## config.mk

```make
export PLATFORM = sky130hd
export DESIGN_NAME = glenn_record_tx
export DESIGN_NICKNAME = d
export VERILOG_FILES = /design/src/rtl/glenn_record_tx_pkg.sv /design/src/rtl/glenn_sample_fifo.sv /design/src/rtl/glenn_record_tx.sv
export SDC_FILE = /design/constraint.sdc
export NUM_CORES = 1
export LEC_CHECK = 0
export BUFFER_PORTS_ARGS = -buffer_cell sky130_fd_sc_hd__buf_2
export CORE_MARGIN = 2
export CORE_UTILIZATION = 42
export DETAILED_ROUTE_END_ITERATION = 12
export GPL_ROUTABILITY_DRIVEN = 0
export PLACE_DENSITY = 0.65
export SKIP_LAST_GASP = 1
export SLEW_MARGIN = 20
export SYNTH_ARGS = -nofsm -noshare
export SYNTH_HDL_FRONTEND = slang
export SYNTH_HIERARCHICAL = 1
export SYNTH_SLANG_ARGS = --single-unit
```

## constraint.sdc

```tcl
create_clock -name in_Clk -period 6.2 [get_ports in_Clk]
set_input_delay 0.31 -clock in_Clk [delete_from_list [all_inputs] [get_ports in_Clk]]
set_output_delay 0.31 -clock in_Clk [all_outputs]
set_load 0.005 [all_outputs]
```

## src/rtl/glenn_record_tx_pkg.sv

```systemverilog
// glenn_record_tx_pkg
// Shared definitions for the record/transmit block:
//   - state_t            : frame FSM state encoding
//   - DEFAULT_SYNC_BYTE  : default first byte of every frame
//   - occ_width()        : width of an occupancy counter that can hold 0..DEPTH
// Optional feature macro used by importers: GLENN_RECORD_TX_SEQ_EN.
package glenn_record_tx_pkg;

    typedef enum logic [2:0] {
        ST_IDLE = 3'd0,
        ST_SYNC = 3'd1,
        ST_LEN  = 3'd2,
        ST_SEQ  = 3'd3,
        ST_DATA = 3'd4,
        ST_DONE = 3'd5
    } state_t;

    localparam logic [7:0] DEFAULT_SYNC_BYTE = 8'hA5;

    // One extra bit beyond the pointer width so a full buffer (count == DEPTH)
    // is representable.
    function automatic int occ_width(input int depth);
        return $clog2(depth) + 1;
    endfunction

endpackage

```

## src/rtl/glenn_sample_fifo.sv

```systemverilog
// glenn_sample_fifo
// Single-clock DEPTH x 8 sample buffer. DEPTH must be a power of two so both
// pointers wrap naturally modulo DEPTH.
// Ports:
//   in_Clk, in_Rst        clock, asynchronous active-high reset
//   in_Wr / in_WrData     write strobe and data (ignored when full)
//   in_Pop                advance read pointer (ignored when empty)
//   out_Head              entry at the read pointer
//   out_NextHead          entry after the read pointer (head after a pop)
//   out_Full / out_Empty  occupancy == DEPTH / occupancy == 0
//   out_Count             registered occupancy
module glenn_sample_fifo
    import glenn_record_tx_pkg::*;
#(
    parameter int DEPTH = 8
) (
    input  logic                        in_Clk,
    input  logic                        in_Rst,
    input  logic                        in_Wr,
    input  logic [7:0]                  in_WrData,
    input  logic                        in_Pop,
    output logic [7:0]                  out_Head,
    output logic [7:0]                  out_NextHead,
    output logic                        out_Full,
    output logic                        out_Empty,
    output logic [occ_width(DEPTH)-1:0] out_Count
);

    localparam int AW = $clog2(DEPTH);
    localparam int CW = occ_width(DEPTH);

    logic [7:0]    mem [DEPTH];
    logic [AW-1:0] wr_ptr_reg;
    logic [AW-1:0] rd_ptr_reg;
    logic [AW-1:0] rd_ptr_next;
    logic [CW-1:0] count_reg;
    logic          wr_ok;
    logic          pop_ok;

    assign out_Full    = (count_reg == CW'(DEPTH));
    assign out_Empty   = (count_reg == '0);
    assign wr_ok       = in_Wr & ~out_Full;
    assign pop_ok      = in_Pop & ~out_Empty;
    assign rd_ptr_next = rd_ptr_reg + AW'(1);

    // Storage carries no reset so it can map onto distributed RAM.
    always_ff @(posedge in_Clk) begin
        if (wr_ok) begin
            mem[wr_ptr_reg] <= in_WrData;
        end
    end

    always_ff @(posedge in_Clk or posedge in_Rst) begin
        if (in_Rst) begin
            wr_ptr_reg <= '0;
            rd_ptr_reg <= '0;
            count_reg  <= '0;
        end else begin
            if (wr_ok) begin
                wr_ptr_reg <= wr_ptr_reg + AW'(1);
            end
            if (pop_ok) begin
                rd_ptr_reg <= rd_ptr_next;
            end
            case ({wr_ok, pop_ok})
                2'b10:   count_reg <= count_reg + CW'(1);
                2'b01:   count_reg <= count_reg - CW'(1);
                default: count_reg <= count_reg;
            endcase
        end
    end

    assign out_Head     = mem[rd_ptr_reg];
    assign out_NextHead = mem[rd_ptr_next];
    assign out_Count    = count_reg;

endmodule

```

## src/rtl/glenn_record_tx.sv

```systemverilog
// glenn_record_tx
// Captures one sample per rising edge of the record strobe and, on a rising
// edge of the transmit strobe, sends the buffered samples as the frame
//   SYNC_BYTE, N, [SEQ,] sample_0 .. sample_N-1
// over a valid/ready byte link.
// Ports:
//   in_Clk, in_Rst           clock, asynchronous active-high reset
//   in_1minRecord, in_Data   record strobe (level) and sample value
//   in_5minTransmit          transmit strobe (level)
//   out_TxData, out_TxValid  registered frame byte and valid
//   in_TxReady               downstream accept
//   out_Busy                 frame in progress
//   out_Overflow             sticky: a record edge found the buffer full
//   out_Count                buffer occupancy
// Optional feature: define GLENN_RECORD_TX_SEQ_EN to insert an 8-bit frame
// sequence number after the length byte.
module glenn_record_tx
    import glenn_record_tx_pkg::*;
#(
    parameter int         DEPTH     = 8,
    parameter logic [7:0] SYNC_BYTE = DEFAULT_SYNC_BYTE
) (
    input  logic                        in_Clk,
    input  logic                        in_Rst,
    input  logic                        in_1minRecord,
    input  logic                        in_5minTransmit,
    input  logic [7:0]                  in_Data,
    output logic [7:0]                  out_TxData,
    output logic                        out_TxValid,
    input  logic                        in_TxReady,
    output logic                        out_Busy,
    output logic                        out_Overflow,
    output logic [occ_width(DEPTH)-1:0] out_Count
);

    localparam int CW = occ_width(DEPTH);

    state_t        state_reg;
    logic          rec_prev_reg;
    logic          tx_prev_reg;
    logic [CW-1:0] len_reg;       // N at latch time, then remaining data bytes
    logic [7:0]    tx_data_reg;
    logic          tx_valid_reg;
    logic          overflow_reg;

    logic          rec_event;
    logic          tx_event;
    logic          tx_accept;
    logic          wr_en;
    logic          pop;
    logic          fifo_full;
    logic          fifo_empty;
    logic [CW-1:0] fifo_count;
    logic [7:0]    fifo_head;
    logic [7:0]    fifo_next_head;

    // Previous-value registers reset to 1 so a strobe held high through
    // reset release is not mistaken for a fresh edge.
    assign rec_event = in_1minRecord & ~rec_prev_reg;
    assign tx_event  = in_5minTransmit & ~tx_prev_reg;
    assign tx_accept = tx_valid_reg & in_TxReady;
    assign wr_en     = rec_event & ~fifo_full;
    assign pop       = (state_reg == ST_DATA) & tx_accept & ~fifo_empty;

    glenn_sample_fifo #(
        .DEPTH(DEPTH)
    ) u_fifo (
        .in_Clk      (in_Clk),
        .in_Rst      (in_Rst),
        .in_Wr       (wr_en),
        .in_WrData   (in_Data),
        .in_Pop      (pop),
        .out_Head    (fifo_head),
        .out_NextHead(fifo_next_head),
        .out_Full    (fifo_full),
        .out_Empty   (fifo_empty),
        .out_Count   (fifo_count)
    );

`ifdef GLENN_RECORD_TX_SEQ_EN
    logic [7:0] seq_reg;
    logic       enter_done;

    assign enter_done = tx_accept &
                        (((state_reg == ST_SEQ)  && (len_reg == '0)) ||
                         ((state_reg == ST_DATA) && (len_reg == CW'(1))));

    always_ff @(posedge in_Clk or posedge in_Rst) begin
        if (in_Rst) begin
            seq_reg <= '0;
        end else if (enter_done) begin
            seq_reg <= seq_reg + 8'd1;
        end
    end
`endif

    always_ff @(posedge in_Clk or posedge in_Rst) begin
        if (in_Rst) begin
            state_reg    <= ST_IDLE;
            rec_prev_reg <= 1'b1;
            tx_prev_reg  <= 1'b1;
            len_reg      <= '0;
            tx_data_reg  <= '0;
            tx_valid_reg <= 1'b0;
            overflow_reg <= 1'b0;
        end else begin
            rec_prev_reg <= in_1minRecord;
            tx_prev_reg  <= in_5minTransmit;
            if (rec_event && fifo_full) begin
                overflow_reg <= 1'b1;
            end

            case (state_reg)
                ST_IDLE: begin
                    // A sample written on this same edge belongs to this frame.
                    if (tx_event) begin
                        len_reg   <= fifo_count + CW'(wr_en);
                        state_reg <= ST_SYNC;
                    end
                end
                ST_SYNC: begin
                    // First cycle in SYNC loads the sync byte; valid therefore
                    // rises one edge after the transmit event.
                    if (!tx_valid_reg) begin
                        tx_valid_reg <= 1'b1;
                        tx_data_reg  <= SYNC_BYTE;
                    end else if (in_TxReady) begin
                        tx_data_reg <= 8'(len_reg);
                        state_reg   <= ST_LEN;
                    end
                end
                ST_LEN: begin
                    if (tx_accept) begin
`ifdef GLENN_RECORD_TX_SEQ_EN
                        tx_data_reg <= seq_reg;
                        state_reg   <= ST_SEQ;
`else
                        if (len_reg == '0) begin
                            tx_valid_reg <= 1'b0;
                            state_reg    <= ST_DONE;
                        end else begin
                            tx_data_reg <= fifo_head;
                            state_reg   <= ST_DATA;
                        end
`endif
                    end
                end
                ST_SEQ: begin
                    if (tx_accept) begin
                        if (len_reg == '0) begin
                            tx_valid_reg <= 1'b0;
                            state_reg    <= ST_DONE;
                        end else begin
                            tx_data_reg <= fifo_head;
                            state_reg   <= ST_DATA;
                        end
                    end
                end
                ST_DATA: begin
                    // The byte on the link is popped only when accepted; the
                    // following entry is preloaded so throughput stays 1/cycle.
                    if (tx_accept) begin
                        len_reg <= len_reg - CW'(1);
                        if (len_reg == CW'(1)) begin
                            tx_valid_reg <= 1'b0;
                            state_reg    <= ST_DONE;
                        end else begin
                            tx_data_reg <= fifo_next_head;
                        end
                    end
                end
                ST_DONE: begin
                    state_reg <= ST_IDLE;
                end
                default: begin
                    state_reg    <= ST_IDLE;
                    tx_valid_reg <= 1'b0;
                end
            endcase
        end
    end

    assign out_TxData   = tx_data_reg;
    assign out_TxValid  = tx_valid_reg;
    assign out_Busy     = (state_reg != ST_IDLE);
    assign out_Overflow = overflow_reg;
    assign out_Count    = fifo_count;

endmodule

```

# == Word level (Yosys, flattened, before mapping) ==
# Memory sizes are Yosys's and may differ from the RTL's.
# Cells that the tools add are included.
# word_totals
ff_bits,29
latch_bits,0
ramBits,64
rom_bits,0
memories,1
# op_classes
add_sub_neg,6
mul,0
div,0
n_lt_le_gt_ge,0
eq_ne,19
n_shift,0
n_mux,26
n_bitwise,13
reduce_logical,14
# memory_table
name,words,width,read_ports,rd_ports_with_merged_regs,wr,line_no,rtl
u_fifo.mem,8,8,2,0,1,glenn_sample_fifo.sv:32,logic [7:0] mem [DEPTH];
# ops
cell,n
$mux 8,6
$pmux 8 s3,1
$mux 3,6
$pmux 4 s2,2
$ne 2x2->1 const B,6
$pmux 3 s4,1
$reduce_and 6->1,2
$and 1x1->1,8
$logic_not 4->1,2
$mux 4,2
$sub 4x1->4 const B,2
$mux 1,7
$add 3x1->3 const B,2
$eq 3x2->1 const B,2
$eq 3x3->1 const B,2
$ne 2x1->1 const B,3
$reduce_bool 3->1,2
$not 1->1,5
$reduce_and 5->1,1
$add 4x1->4,1
$add 4x1->4 const B,1
$eq 4x1->1 const B,1
$eq 4x4->1 const B,1
$pmux 1 s4,1
other kinds (9),11

# == Logic depth before layout (Yosys ltp) ==
# Gate-level depths: netlist (run 1).
# depth
word_depth,6
mapped_depth,10
ltp_nobuf,9

# == Cells and area by module ==
# The synthesis (run 1) kept the hierarchy.
# by_module_without_submodules
module,n_inst,cells_per_inst,area_each_um2,seq_area_each_um2
glenn_sample_fifo,1,190,3617.2,2172.1
glenn_record_tx,1,117,1232.4,478.0

# == Worst setup path before layout (run 1) ==
# Ideal clock, no wire load.
# synth_path
path_type,register to register
start,"reg u_fifo.count_reg[3], in the netlist u_fifo/out_Count[3]"
end,"reg u_fifo.count_reg[3], in the netlist u_fifo/out_Count[3]"
arrival_ns,2.773
required_time_ns,6.066
setup_slack_ns,3.294
stages_incl_launch_ff,10
path_buffers,0
synth_period_minus_slack_ns,2.906
cell_sequence,dfrtp_1 > or4b_4 > inv_1 > nor3b_1 > nand2_2 > ha_1 > ha_1 > or4b_2 > o311ai_0 > o211ai_1
# synth_via
elab_chain_len,6
word_cells_on_any_way,14
classes_between,add/sub: 2; eq/ne: 3; mux: 1; bitwise: 6; reduce/logical: 2
# synth_rtl
item,line_no,rtl
"start, declared",glenn_sample_fifo.sv:36,logic [CW-1:0] count_reg;
"start signal, assigned",glenn_sample_fifo.sv:66,2'b10: count_reg <= count_reg + CW'(1);
"start signal, assigned",glenn_sample_fifo.sv:67,2'b01: count_reg <= count_reg - CW'(1);
"start signal, assigned",glenn_sample_fifo.sv:68,default: count_reg <= count_reg;
$eq 4x4->1 (*),glenn_sample_fifo.sv:40,assign out_Full = (count_reg == CW'(DEPTH));
via fifo_full,glenn_record_tx.sv:51,logic fifo_full;
$not 1->1 (*),glenn_record_tx.sv:62,assign wr_en = rec_event & ~fifo_full;
$and 1x1->1 (*),glenn_record_tx.sv:62,
via wr_en,glenn_record_tx.sv:49,logic wr_en;
$and 1x1->1 (*),glenn_sample_fifo.sv:42,assign wr_ok = in_Wr & ~out_Full;
$eq 2x1->1 or $eq 2x2->1 (tied branches),glenn_sample_fifo.sv:65,"case ({wr_ok, pop_ok})"
$pmux 4 s2 or $reduce_bool 2->1 (tied branches),n/a,
# Mark *: on every way through the listed nets, which the timed path passes. The rest lies on a longest branch.
# A chain may end at the register's enable or synchronous reset.

# == Worst setup path after layout (run 1) ==
# layout_path
start,reg u_fifo.rd_ptr_reg[1]
end,"reg tx_data_reg[2], in the netlist out_TxData[2]"
# layout_via
elab_chain_len,5
word_cells_on_any_way,7
classes_between,add/sub: 1; mux: 5; memory: 1
# layout_rtl
item,line_no,rtl
"start, declared",glenn_sample_fifo.sv:34,logic [AW-1:0] rd_ptr_reg;
"start signal, assigned",glenn_sample_fifo.sv:63,rd_ptr_reg <= rd_ptr_next;
$add 3x1->3,glenn_sample_fifo.sv:44,assign rd_ptr_next = rd_ptr_reg + AW'(1);
via u_fifo.rd_ptr_next[1],glenn_sample_fifo.sv:35,logic [AW-1:0] rd_ptr_next;
$mem_v2 8x8,n/a,
via fifo_next_head[2],glenn_record_tx.sv:55,logic [7:0] fifo_next_head;
$mux 8,glenn_record_tx.sv:164,if (len_reg == CW'(1)) begin
$mux 8,glenn_record_tx.sv:162,if (tx_accept) begin
$pmux 8 s3,glenn_record_tx.sv:113,case (state_reg)
"end signal, assigned",glenn_record_tx.sv:128,tx_data_reg <= 8'(len_reg);
"end signal, assigned",glenn_record_tx.sv:154,tx_data_reg <= fifo_head;
"end signal, assigned",glenn_record_tx.sv:168,tx_data_reg <= fifo_next_head;
"end, declared",glenn_record_tx.sv:42,logic [7:0] tx_data_reg;
# The timed path passes the listed nets, and every way through them passes these cells. The select of a mux whose other input is x is not followed.

==> results.yml, run 1 <==
run_status:
  status: "complete, no violations"
synth:
  ys_seq_elements: 93
  synthCells: 307
  yosys_warnings: 6
  synth_flop_cell: "edfxtp_1"
  synth.area.top_cells: "edfxtp_1 40%, dfrtp_1 14%, mux4_2 11%"
  synth-edff-count: 64
  synth_fp_nets: 330
  synth_top_area_frac: 0.3963
  syn_area_per_cell_um2: 15.80
  yosysTopAreaCell: "edfxtp_1"
  syn_area_um2: 4850
  ys_types: 59
  async_reset_ff_frac: 0.3118
  seq_area_frac_synth: 0.5464
cts:
  numCtsBuffers: 9
  cts_setup_buffers: 0
  clock_latency_ns: 0.34
  numClockSinks: 93
  cts_max_level: 3
  clkTransAtPathRegs_ns: 0.07
  cts_tree: "built"
  root_buffer: "clkbuf_16"
  clock_path_buffers: 2
power:
  pwr-share-comb: 0.126
  leakagePower_nw: 2.018
  switching_share: 0.2545
  switchingPower_w: 0.0003879
  pwr-share-clk: 0.354
  ir_worst_vdd_mv: 0.1962
  p_total_w: 0.001524
  pwr-share-seq: 0.520
  p_int_w: 0.001136
  powerDensity_nw_per_um2: 285.5
cells_and_area:
  drive_gt1_frac: 0.3244
  fin_nets: 354
  antennaDiodeCount: 0
  largest_register_ffs: 64
  mostFrequentLayoutCells: "64 x edfxtp_1, 27 x buf_2, 27 x dfrtp_1"
  top_register: "u_fifo/mem"
  fillers: 1005
  areaGrowthSynthToFinish_pct: 10.09
  final_common_cell: "edfxtp_1"
floorplan:
  dieArea_um2: 12420
  std_cell_rows: 39
  ios: 28
  coreArea_um2: 11320
  die_w_um: 111.5
  die_h_um: 111.5
  start_util: 0.4284
setup_path:
  worst_setup_path_end_kind: "register"
  cp-start-kind: "register"
  crit_type: "register to register"
  crit_fanout: 18
  required_ns: 6.42
  crit_arrival_ns: 3.63
timing:
  relSlewSlack: 0.2698
  setup_viol: 0
  tns_ns: 0
  period_share: 0.5500
  grt_setup_unrepaired: "no"
  period_needed_ns: 3.410
  worst_slew_pin_slew_ns: 1.091
  hold_viol: 0
  drv_slew: 0
  finClkSkew_ns: 0.008379
  fmax_mhz: 293.2
run:
  maxCapViolations: 0
global_route:
  grt_max_degree: 35
  antenna_found_initial: 0
  grt-ovfl-total: 0
  grt_first_pass_wirelength_um: 15110
  grt.total_usage: 0.1594
  grt_pass1_vias: 2736
route:
  routed_via_density: 5.739
  finalWirelength_um: 9298
  drc_errors: 0
  routedWlPerCell_um: 19.41
  vias: 2749
  first_iter_violations: 236
  ant_nets: 0
  first_pass_iters: 5
min_path:
  min_path_type: "input pin to register"
placement:
  io_buffer_count: 27
  dp_hpwl_um: 6261
[power by group through the flow]
stage | Sequential [W] | Combinational [W] | Clock (W)
after global placement | 0.000801 | 0.000188 | 0
after CTS | 0.000792 | 0.000196 | 0.000552
after floorplan | 0.000788 | 0.000133 | 0
after detailed placement | 0.000805 | 0.000195 | 0
final | 0.000792 | 0.000192 | 0.000540
after global routing | 0.000801 | 0.000218 | 0.000576
[timing repair]
item,in CTS,in global routing
resized for setup,0,0
hold buffers,1,0
hold endpoints to repair,10,0
[path summary, 6_finish.rpt]
check	startpoint	to	slack, ns	cells past startpoint
setup / recovery	u_fifo/rd_ptr_reg[1]	out_TxData[2]	2.79	6
hold / removal	in_5minTransmit	tx_prev_reg	0.08	1
setup reg to reg	u_fifo/rd_ptr_reg[1]	out_TxData[2]	2.79	6
hold reg to reg	out_Overflow	out_Overflow	0.47	1
max in group asynchronous	in_Rst	out_TxData[6]	5.06	3
min in group asynchronous	in_Rst	u_fifo/rd_ptr_reg[2]	0.49	3
[Yosys cell counts, types with 2 or more instances]
master,n
nand2b_1,4
xnor2_1,6
dfstp_2,2
a21oi_1,9
nand2_1,13
nor2b_1,3
xor2_1,2
a22oi_1,4
edfxtp_1,64
mux4_1,8
ha_1,9
buf_4,3
inv_1,11
nand3_1,8
o21ai_0,8
nor3b_1,5
dfrtp_1,27
a22o_1,3
o21bai_1,2
mux2_4,8
clkbuf_4,2
mux4_2,24
buf_6,4
o211ai_1,3
clkbuf_8,2
or3b_1,2
o22ai_1,2
nor3_1,6
a221o_1,2
nor2_1,11
buf_2,5
mux2_2,18
[per-stage QoR]
step	utilization	setup slack (ns)	instances	hold slack, ns	cell area, um2
floorplan	-	3.294	307	0.1502	4850
global placement	0.4446	2.818	462	0.3206	5034
detailed placement	0.4446	2.742	462	0.3097	5034
CTS	0.4716	2.725	479	0.07244	5339
global route	0.4716	2.458	479	0.07447	5339
finish	0.4716	2.790	479	0.08376	5339
[logic make-up (layout without fill, tap and decap cells)]
group | after synthesis | count (layout) | synth area share
AO/OA/AOI/OAI | 44 | 44 | 0.06837
XOR/XNOR | 9 | 9 | 0.01780
adder cells (fa/ha/maj) | 10 | 10 | 0.02735
buffers and inverters | 29 | 58 | 0.04128
flip-flops | 93 | 93 | 0.5464
multiplexers | 59 | 59 | 0.2234
AND/OR/NAND/NOR | 63 | 63 | 0.07534
[critical path, cell delays in order (launching register included)]
cell,delay (ns)
dfrtp_1,0.67
ha_1,1.11
mux4_2,0.59
mux2_2,0.27
a22oi_1,0.24
o21ai_0,0.13
mux2_4,0.28
[area by class of cell]
class / count / area [um2] / area share
clock inverters: 5 / 62.56 / 0.01172
flip-flops and latches: 93 / 2650 / 0.4964
inverters: 12 / 45.04 / 0.008437
repair buffers: 30 / 160.2 / 0.03000
multi-input cells: 185 / 2009 / 0.3764
clock buffers: 11 / 232.7 / 0.04359
well taps: 143 / 178.9 / 0.03351
[routing by layer]
| metal | vias up | GRT usage | part of all wire |
|---|---|---|---|
| met5 | - | 0 | 0 |
| met4 | 0 | 0.05350 | 0.020 |
| met3 | 16 | 0.04246 | 0.074 |
| met2 | 72 | 0.2537 | 0.49 |
| met1 | 1399 | 0.2150 | 0.42 |
| li1 | 1262 | - | - |
Note: power is estimated with default switching activity, not from simulation.
==> run 2: changes to the inputs <==
--- a/config.mk
+++ b/config.mk
@@ -10,7 +10,7 @@
 export CORE_UTILIZATION = 42
 export DETAILED_ROUTE_END_ITERATION = 12
 export GPL_ROUTABILITY_DRIVEN = 0
-export PLACE_DENSITY = 0.65
+export PLACE_DENSITY = 0.67
 export SKIP_LAST_GASP = 1
 export SLEW_MARGIN = 20
 export SYNTH_ARGS = -nofsm -noshare
==> constraint.sdc (replaced) <==
create_clock -name in_Clk -period 2.84 [get_ports in_Clk]
set_input_delay 0.142 -clock in_Clk [delete_from_list [all_inputs] [get_ports in_Clk]]
set_output_delay 0.142 -clock in_Clk [all_outputs]
set_load 0.005 [all_outputs]
==> results.yml, run 2 (same netlist as run 1, synthesis figures left out) <==
run_status:
  status: "complete, no violations"
floorplan:
  dieArea_um2: 12420
  coreArea_um2: 11320
  die_h_um: 111.5
  start_util: 0.4284
  die_w_um: 111.5
  std_cell_rows: 39
  ios: 28
route:
  routedWlPerCell_um: 19.18
  m1WireLength_um: 4070
  top_layer: "met4"
  met3_length_um: 416
  drc_errors: 0
  met2_length_um: 4808
  vias: 2852
  finalWirelength_um: 9609
  routed_via_density: 5.693
  ant_nets: 0
  first_iter_violations: 218
  first_pass_iters: 4
setup_path:
  crit_type: "register to register"
  cp-start-kind: "register"
  crit_path_max_incr_delay_ns: 0.67
  startpoint: "u_fifo/out_Count[0]"
  worst_setup_path_end_kind: "register"
  required_ns: 3.06
  crit_path_cell_trace: "or4b_4, inv_1, nor3b_2, nand2_2, ha_2, ha_1, or4b_2, o311ai_1, o211ai_1"
  crit_arrival_ns: 2.97
  cp_top_family: "simple AND/OR/NAND/NOR gates"
  crit_fanout: 5
  r2r-start: "u_fifo/out_Count[0]"
  critPathBufInv: 1
  crit_slowest_cell: "or4b_2"
cells_and_area:
  top_register: "u_fifo/mem"
  mostFrequentLayoutCells: "64 x edfxtp_1, 27 x buf_2, 26 x dfrtp_1"
  drive_gt1_frac: 0.3743
  fin_nets: 376
  final_common_cell: "edfxtp_1"
  areaGrowthSynthToFinish_pct: 13.88
  largest_register_ffs: 64
  antennaDiodeCount: 0
timing:
  worst_slew_pin_slew_ns: 1.072
  setup_viol: 0
  drv_slew: 0
  hold_ws_ns: 0.06916
  period_needed_ns: 2.750
  grt_setup_unrepaired: "yes"
  fin_ws_ns: 0.08974
  relSlewSlack: 0.2829
  hold_viol: 0
  fmax_mhz: 363.6
  period_share: 0.9684
  finClkSkew_ns: 0.008022
global_route:
  antenna_found_initial: 0
  grt_max_degree: 34
  grt_first_pass_wirelength_um: 15700
  grt.total_usage: 0.1647
  grt_pass1_vias: 2953
  grt-ovfl-total: 0
placement:
  dp_hpwl_um: 6566
  pre_cts_ws_ns: 0.05376
  io_buffer_count: 27
cts:
  numClockSinks: 93
  cts_tree: "built"
  numCtsBuffers: 9
  cts_max_level: 3
  clock_path_buffers: 2
  clock_latency_ns: 0.34
  clkTransAtPathRegs_ns: 0.06
  root_buffer: "clkbuf_16"
run:
  maxCapViolations: 0
power:
  pwr-share-clk: 0.344
  switchingPower_w: 0.0008618
  ir_worst_vdd_mv: 0.3166
  powerDensity_nw_per_um2: 615.0
  p_int_w: 0.002535
  pwr-share-comb: 0.156
  pwr-share-seq: 0.500
  leakagePower_nw: 2.131
  switching_share: 0.2537
min_path:
  hold_path_startpoint: "in_Data[6]"
  min_path_type: "input pin to register"
==> run 2: per-layer routing <==
layer,vias up,GRT usage
met3,28,0.03212
met2,76,0.2756
met5,-,0
met4,0,0.08066
met1,1440,0.2066
li1,1308,-
==> run 2: final timing paths <==
path / end / slack, ns / cells past startpoint
worst max-delay path: u_fifo/out_Count[3] / 0.09 / 9
worst min-delay path: u_fifo/mem[3][6] / 0.07 / 1
worst max register to register: u_fifo/out_Count[3] / 0.09 / 9
worst min register to register: out_Overflow / 0.47 / 1
max in group asynchronous: out_TxData[4] / 1.86 / 3
min in group asynchronous: u_fifo/wr_ptr_reg[1] / 0.35 / 3
==> run 2: layout make-up <==
cell class                      count  area [um2]
Multi-Input combinational cell    185        2023
Sequential cell                    93        2651
Fill cell                         934        5798
Inverter                           12       45.04
Tap cell                          143       178.9
Timing Repair Buffer               52       330.3
Clock inverter                      5       61.31
Clock buffer                       11       232.7
==> run 2: stage by stage <==
step | std cells | util | cell area, um2 | TNS (ns) | total power (W)
CTS | 500 | 0.4856 | 5498 | 0 | 0.003401
global route | 501 | 0.4878 | 5523 | -0.006892 | 0.003545
finish | 501 | 0.4878 | 5523 | 0 | 0.003396
global placement | 481 | 0.4570 | 5174 | 0 | 0.002209
floorplan | 307 | - | 4857 | 0 | 0.002010
detailed placement | 481 | 0.4570 | 5174 | 0 | 0.002230
==> run 2: power by group through the flow <==
stage | combinational, W | clock, W | sequential, W
finish | 0.000530 | 0.00117 | 0.00170
global route | 0.000586 | 0.00125 | 0.00171
CTS | 0.000514 | 0.00119 | 0.00169
detailed placement | 0.000510 | 0 | 0.00172
global placement | 0.000501 | 0 | 0.00171
floorplan | 0.000291 | 0 | 0.00172
==> run 2: worst reg2reg max path: cells and delay by family, from the launching register on <==
family	cells	cell delay, ns
fa+ha+maj	2	0.47
simple gates	4	1.40
compound gates	2	0.23
buf+inv	1	0.11
flops	1	0.43
==> run 2: repair_timing <==
action	4_1_cts	5_1_grt
buffers inserted	0	1
resized for setup	0	5
hold buffers	3	0
endpoints found under the hold margin	29	0
endpoints found under the setup margin	0	3
==> run 3: changes to the inputs <==
--- a/config.mk
+++ b/config.mk
@@ -5,12 +5,14 @@
 export SDC_FILE = /design/constraint.sdc
 export NUM_CORES = 1
 export LEC_CHECK = 0
+export ABC_AREA = 1
 export BUFFER_PORTS_ARGS = -buffer_cell sky130_fd_sc_hd__buf_2
+export CAP_MARGIN = 20
 export CORE_MARGIN = 2
 export CORE_UTILIZATION = 42
 export DETAILED_ROUTE_END_ITERATION = 12
 export GPL_ROUTABILITY_DRIVEN = 0
-export PLACE_DENSITY = 0.67
+export PLACE_DENSITY = 0.66
 export SKIP_LAST_GASP = 1
 export SLEW_MARGIN = 20
 export SYNTH_ARGS = -nofsm -noshare
==> results.yml, run 3 <==
setup_path:
  crit_type: "register to register"
  startpoint: "u_fifo/out_Count[2]"
  worst_setup_path_end_kind: "register"
  crit_path_max_incr_delay_ns: 0.46
  required_ns: 3.08
  crit_arrival_ns: 2.64
  cp-start-kind: "register"
  crit_slowest_cell: "dfrtp_1"
  crit_fanout: 13
  cp_common_cell: "nand2_1"
  r2r-start: "u_fifo/out_Count[2]"
  crit_path_cell_trace: "inv_1, nand3_2, inv_1, nor2_1, nand2_2, ha_1, ha_1, or2_2, nand2_1, nand2_1, nand3_1, nand2_1"
power:
  switchingPower_w: 0.002672
  leakagePower_nw: 3.005
  switching_share: 0.4400
  pwr-share-comb: 0.485
  ir_worst_vdd_mv: 0.4909
  powerDensity_nw_per_um2: 1017
  pwr-share-seq: 0.319
  p_total_w: 0.006072
  p_int_w: 0.003400
  pwr-share-clk: 0.196
synth:
  synth.cells.most_frequent: "300 x nand2_1, 94 x inv_1, 80 x nand3_1, 64 x edfxtp_1, 27 x dfrtp_1"
  synth_top_area_frac: 0.3562
  async_reset_ff_frac: 0.3118
  ys_seq_elements: 93
  seq_area_frac_synth: 0.4912
  yosysTopAreaCell: "edfxtp_1"
  synth_most_common_cell: "nand2_1"
  synth_flop_cell: "edfxtp_1"
  synth.area.top_cells: "edfxtp_1 36%, nand2_1 21%, dfrtp_1 13%"
  synth-edff-count: 64
  synth_fp_nets: 707
  yosys_warnings: 6
  syn_area_per_cell_um2: 7.888
  syn_area_um2: 5395
  ys_types: 32
  synthCells: 684
cts:
  clkTransAtPathRegs_ns: 0.06
  cts_setup_buffers: 0
  cts_tree: "built"
  clock_path_buffers: 2
  cts_max_level: 3
  root_buffer: "clkbuf_16"
  numCtsBuffers: 9
  numClockSinks: 93
  clock_latency_ns: 0.35
timing:
  worst_slew_pin_slew_ns: 0.7323
  grt_setup_unrepaired: "no"
  tns_ns: 0
  fmax_mhz: 415.7
  period_needed_ns: 2.406
  period_share: 0.8470
  hold_viol: 0
  fin_ws_ns: 0.4344
  setup_viol: 0
  relSlewSlack: 0.5112
  finClkSkew_ns: 0.01065
  drv_slew: 0
placement:
  pre_cts_ws_ns: 0.4572
  io_buffer_count: 27
  dp_cells: 874
  dp_hpwl_um: 8382
cells_and_area:
  drive_gt1_frac: 0.1165
  mostFrequentLayoutCells: "300 x nand2_1, 94 x inv_1, 80 x nand3_1"
  seqCellArea_um2: 2651
  fin_nets: 739
  largest_register_ffs: 64
  multi_input_area_um2: 2133
  top_register: "u_fifo/mem"
  fillers: 1215
  areaGrowthSynthToFinish_pct: 10.64
  antennaDiodeCount: 0
  stdcell_count: 893
  final_common_cell: "nand2_1"
min_path:
  min_path_type: "input pin to register"
  hold_path_startpoint: "in_Data[7]"
route:
  first_iter_violations: 322
  ant_nets: 0
  routedWlPerCell_um: 13.68
  first_pass_iters: 8
  routed_via_density: 4.904
  vias: 4379
  finalWirelength_um: 12220
  drc_errors: 0
floorplan:
  std_cell_rows: 41
  die_h_um: 117.3
  ios: 28
  coreArea_um2: 12570
  die_w_um: 117.3
  dieArea_um2: 13770
  start_util: 0.4293
global_route:
  grt_pass1_vias: 4157
  grt_max_degree: 57
  grt.total_usage: 0.1851
  grt-ovfl-total: 0
  grt_first_pass_wirelength_um: 20130
  antenna_found_initial: 0
run_status:
  status: "complete, no violations"
run:
  maxCapViolations: 0
[run 3: changes by cell type in the layout (fill, tap and decap cells not counted), sizes merged, moves of 9 or more]
cell	change
mux4	-32
inv	+91
mux2	-26
a21oi	-9
o21ai	+16
nand3	+75
nand2	+293
[run 3: final timing paths]
kind	to	slack (ns)	depth (start not counted)
setup / recovery	u_fifo/out_Count[3]	0.43	12
hold / removal	u_fifo/mem[7][7]	0.06	1
setup reg to reg	u_fifo/out_Count[3]	0.43	12
hold reg to reg	out_Overflow	0.47	1
max in group asynchronous	len_reg[0]	1.89	3
min in group asynchronous	u_fifo/rd_ptr_reg[1]	0.36	3
[run 3: final cells by class]
| type | instances | share of cell area |
|---|---|---|
| multi-input combinational | 465 | 0.3574 |
| clock inverter | 3 | 0.004192 |
| sequential | 93 | 0.4441 |
| clock buffer | 13 | 0.04548 |
| tap | 172 | 0.03605 |
| timing repair buffer | 45 | 0.04863 |
| inverter | 102 | 0.06414 |
[run 3: layer usage]
metal  up-vias  wire length, um  global-route usage
met2       139             5937              0.3136
met4         0              204             0.06777
li1       2218                -                   -
met1      2004             5369              0.2335
met5         -                0                   0
met3        18              704             0.03940
[run 3: cells by family after synthesis]
group | synth area share
simple gates | 0.3326
buf+inv | 0.1134
flops | 0.4912
compound gates | 0.02551
xor+xnor | 0.01276
fa+ha+maj | 0.02458
[run 3: power groups by stage]
stage | clock network [W] | registers, W | logic [W]
3_3_place_gp | 0 | 0.00194 | 0.00288
5_1_grt | 0.00127 | 0.00197 | 0.00337
6_report | 0.00119 | 0.00194 | 0.00294
2_1_floorplan | 0 | 0.00187 | 0.00244
3_5_place_dp | 0 | 0.00196 | 0.00292
4_1_cts | 0.00121 | 0.00194 | 0.00294
[run 3: critical path, delay by kind of cell, from the launching register on]
| family | cells | cell delay, ns |
|---|---|---|
| fa+ha+maj | 2 | 0.62 |
| flops | 1 | 0.46 |
| simple gates | 8 | 1.07 |
| buf+inv | 2 | 0.16 |
[run 3: stage by stage]
step           area, um2  hold WS [ns]  utilization
6_report            5969       0.05720       0.4750
5_1_grt             5969       0.07160       0.4750
4_1_cts             5969       0.04433       0.4750
3_5_place_dp        5643        0.1708       0.4490
3_3_place_gp        5643        0.1750       0.4490
2_1_floorplan       5395      -0.01782            -
[run 3: what timing repair did]
item	in CTS	in global routing
endpoints found under the hold margin	29	0
hold buffers	3	0
resized for setup	0	0
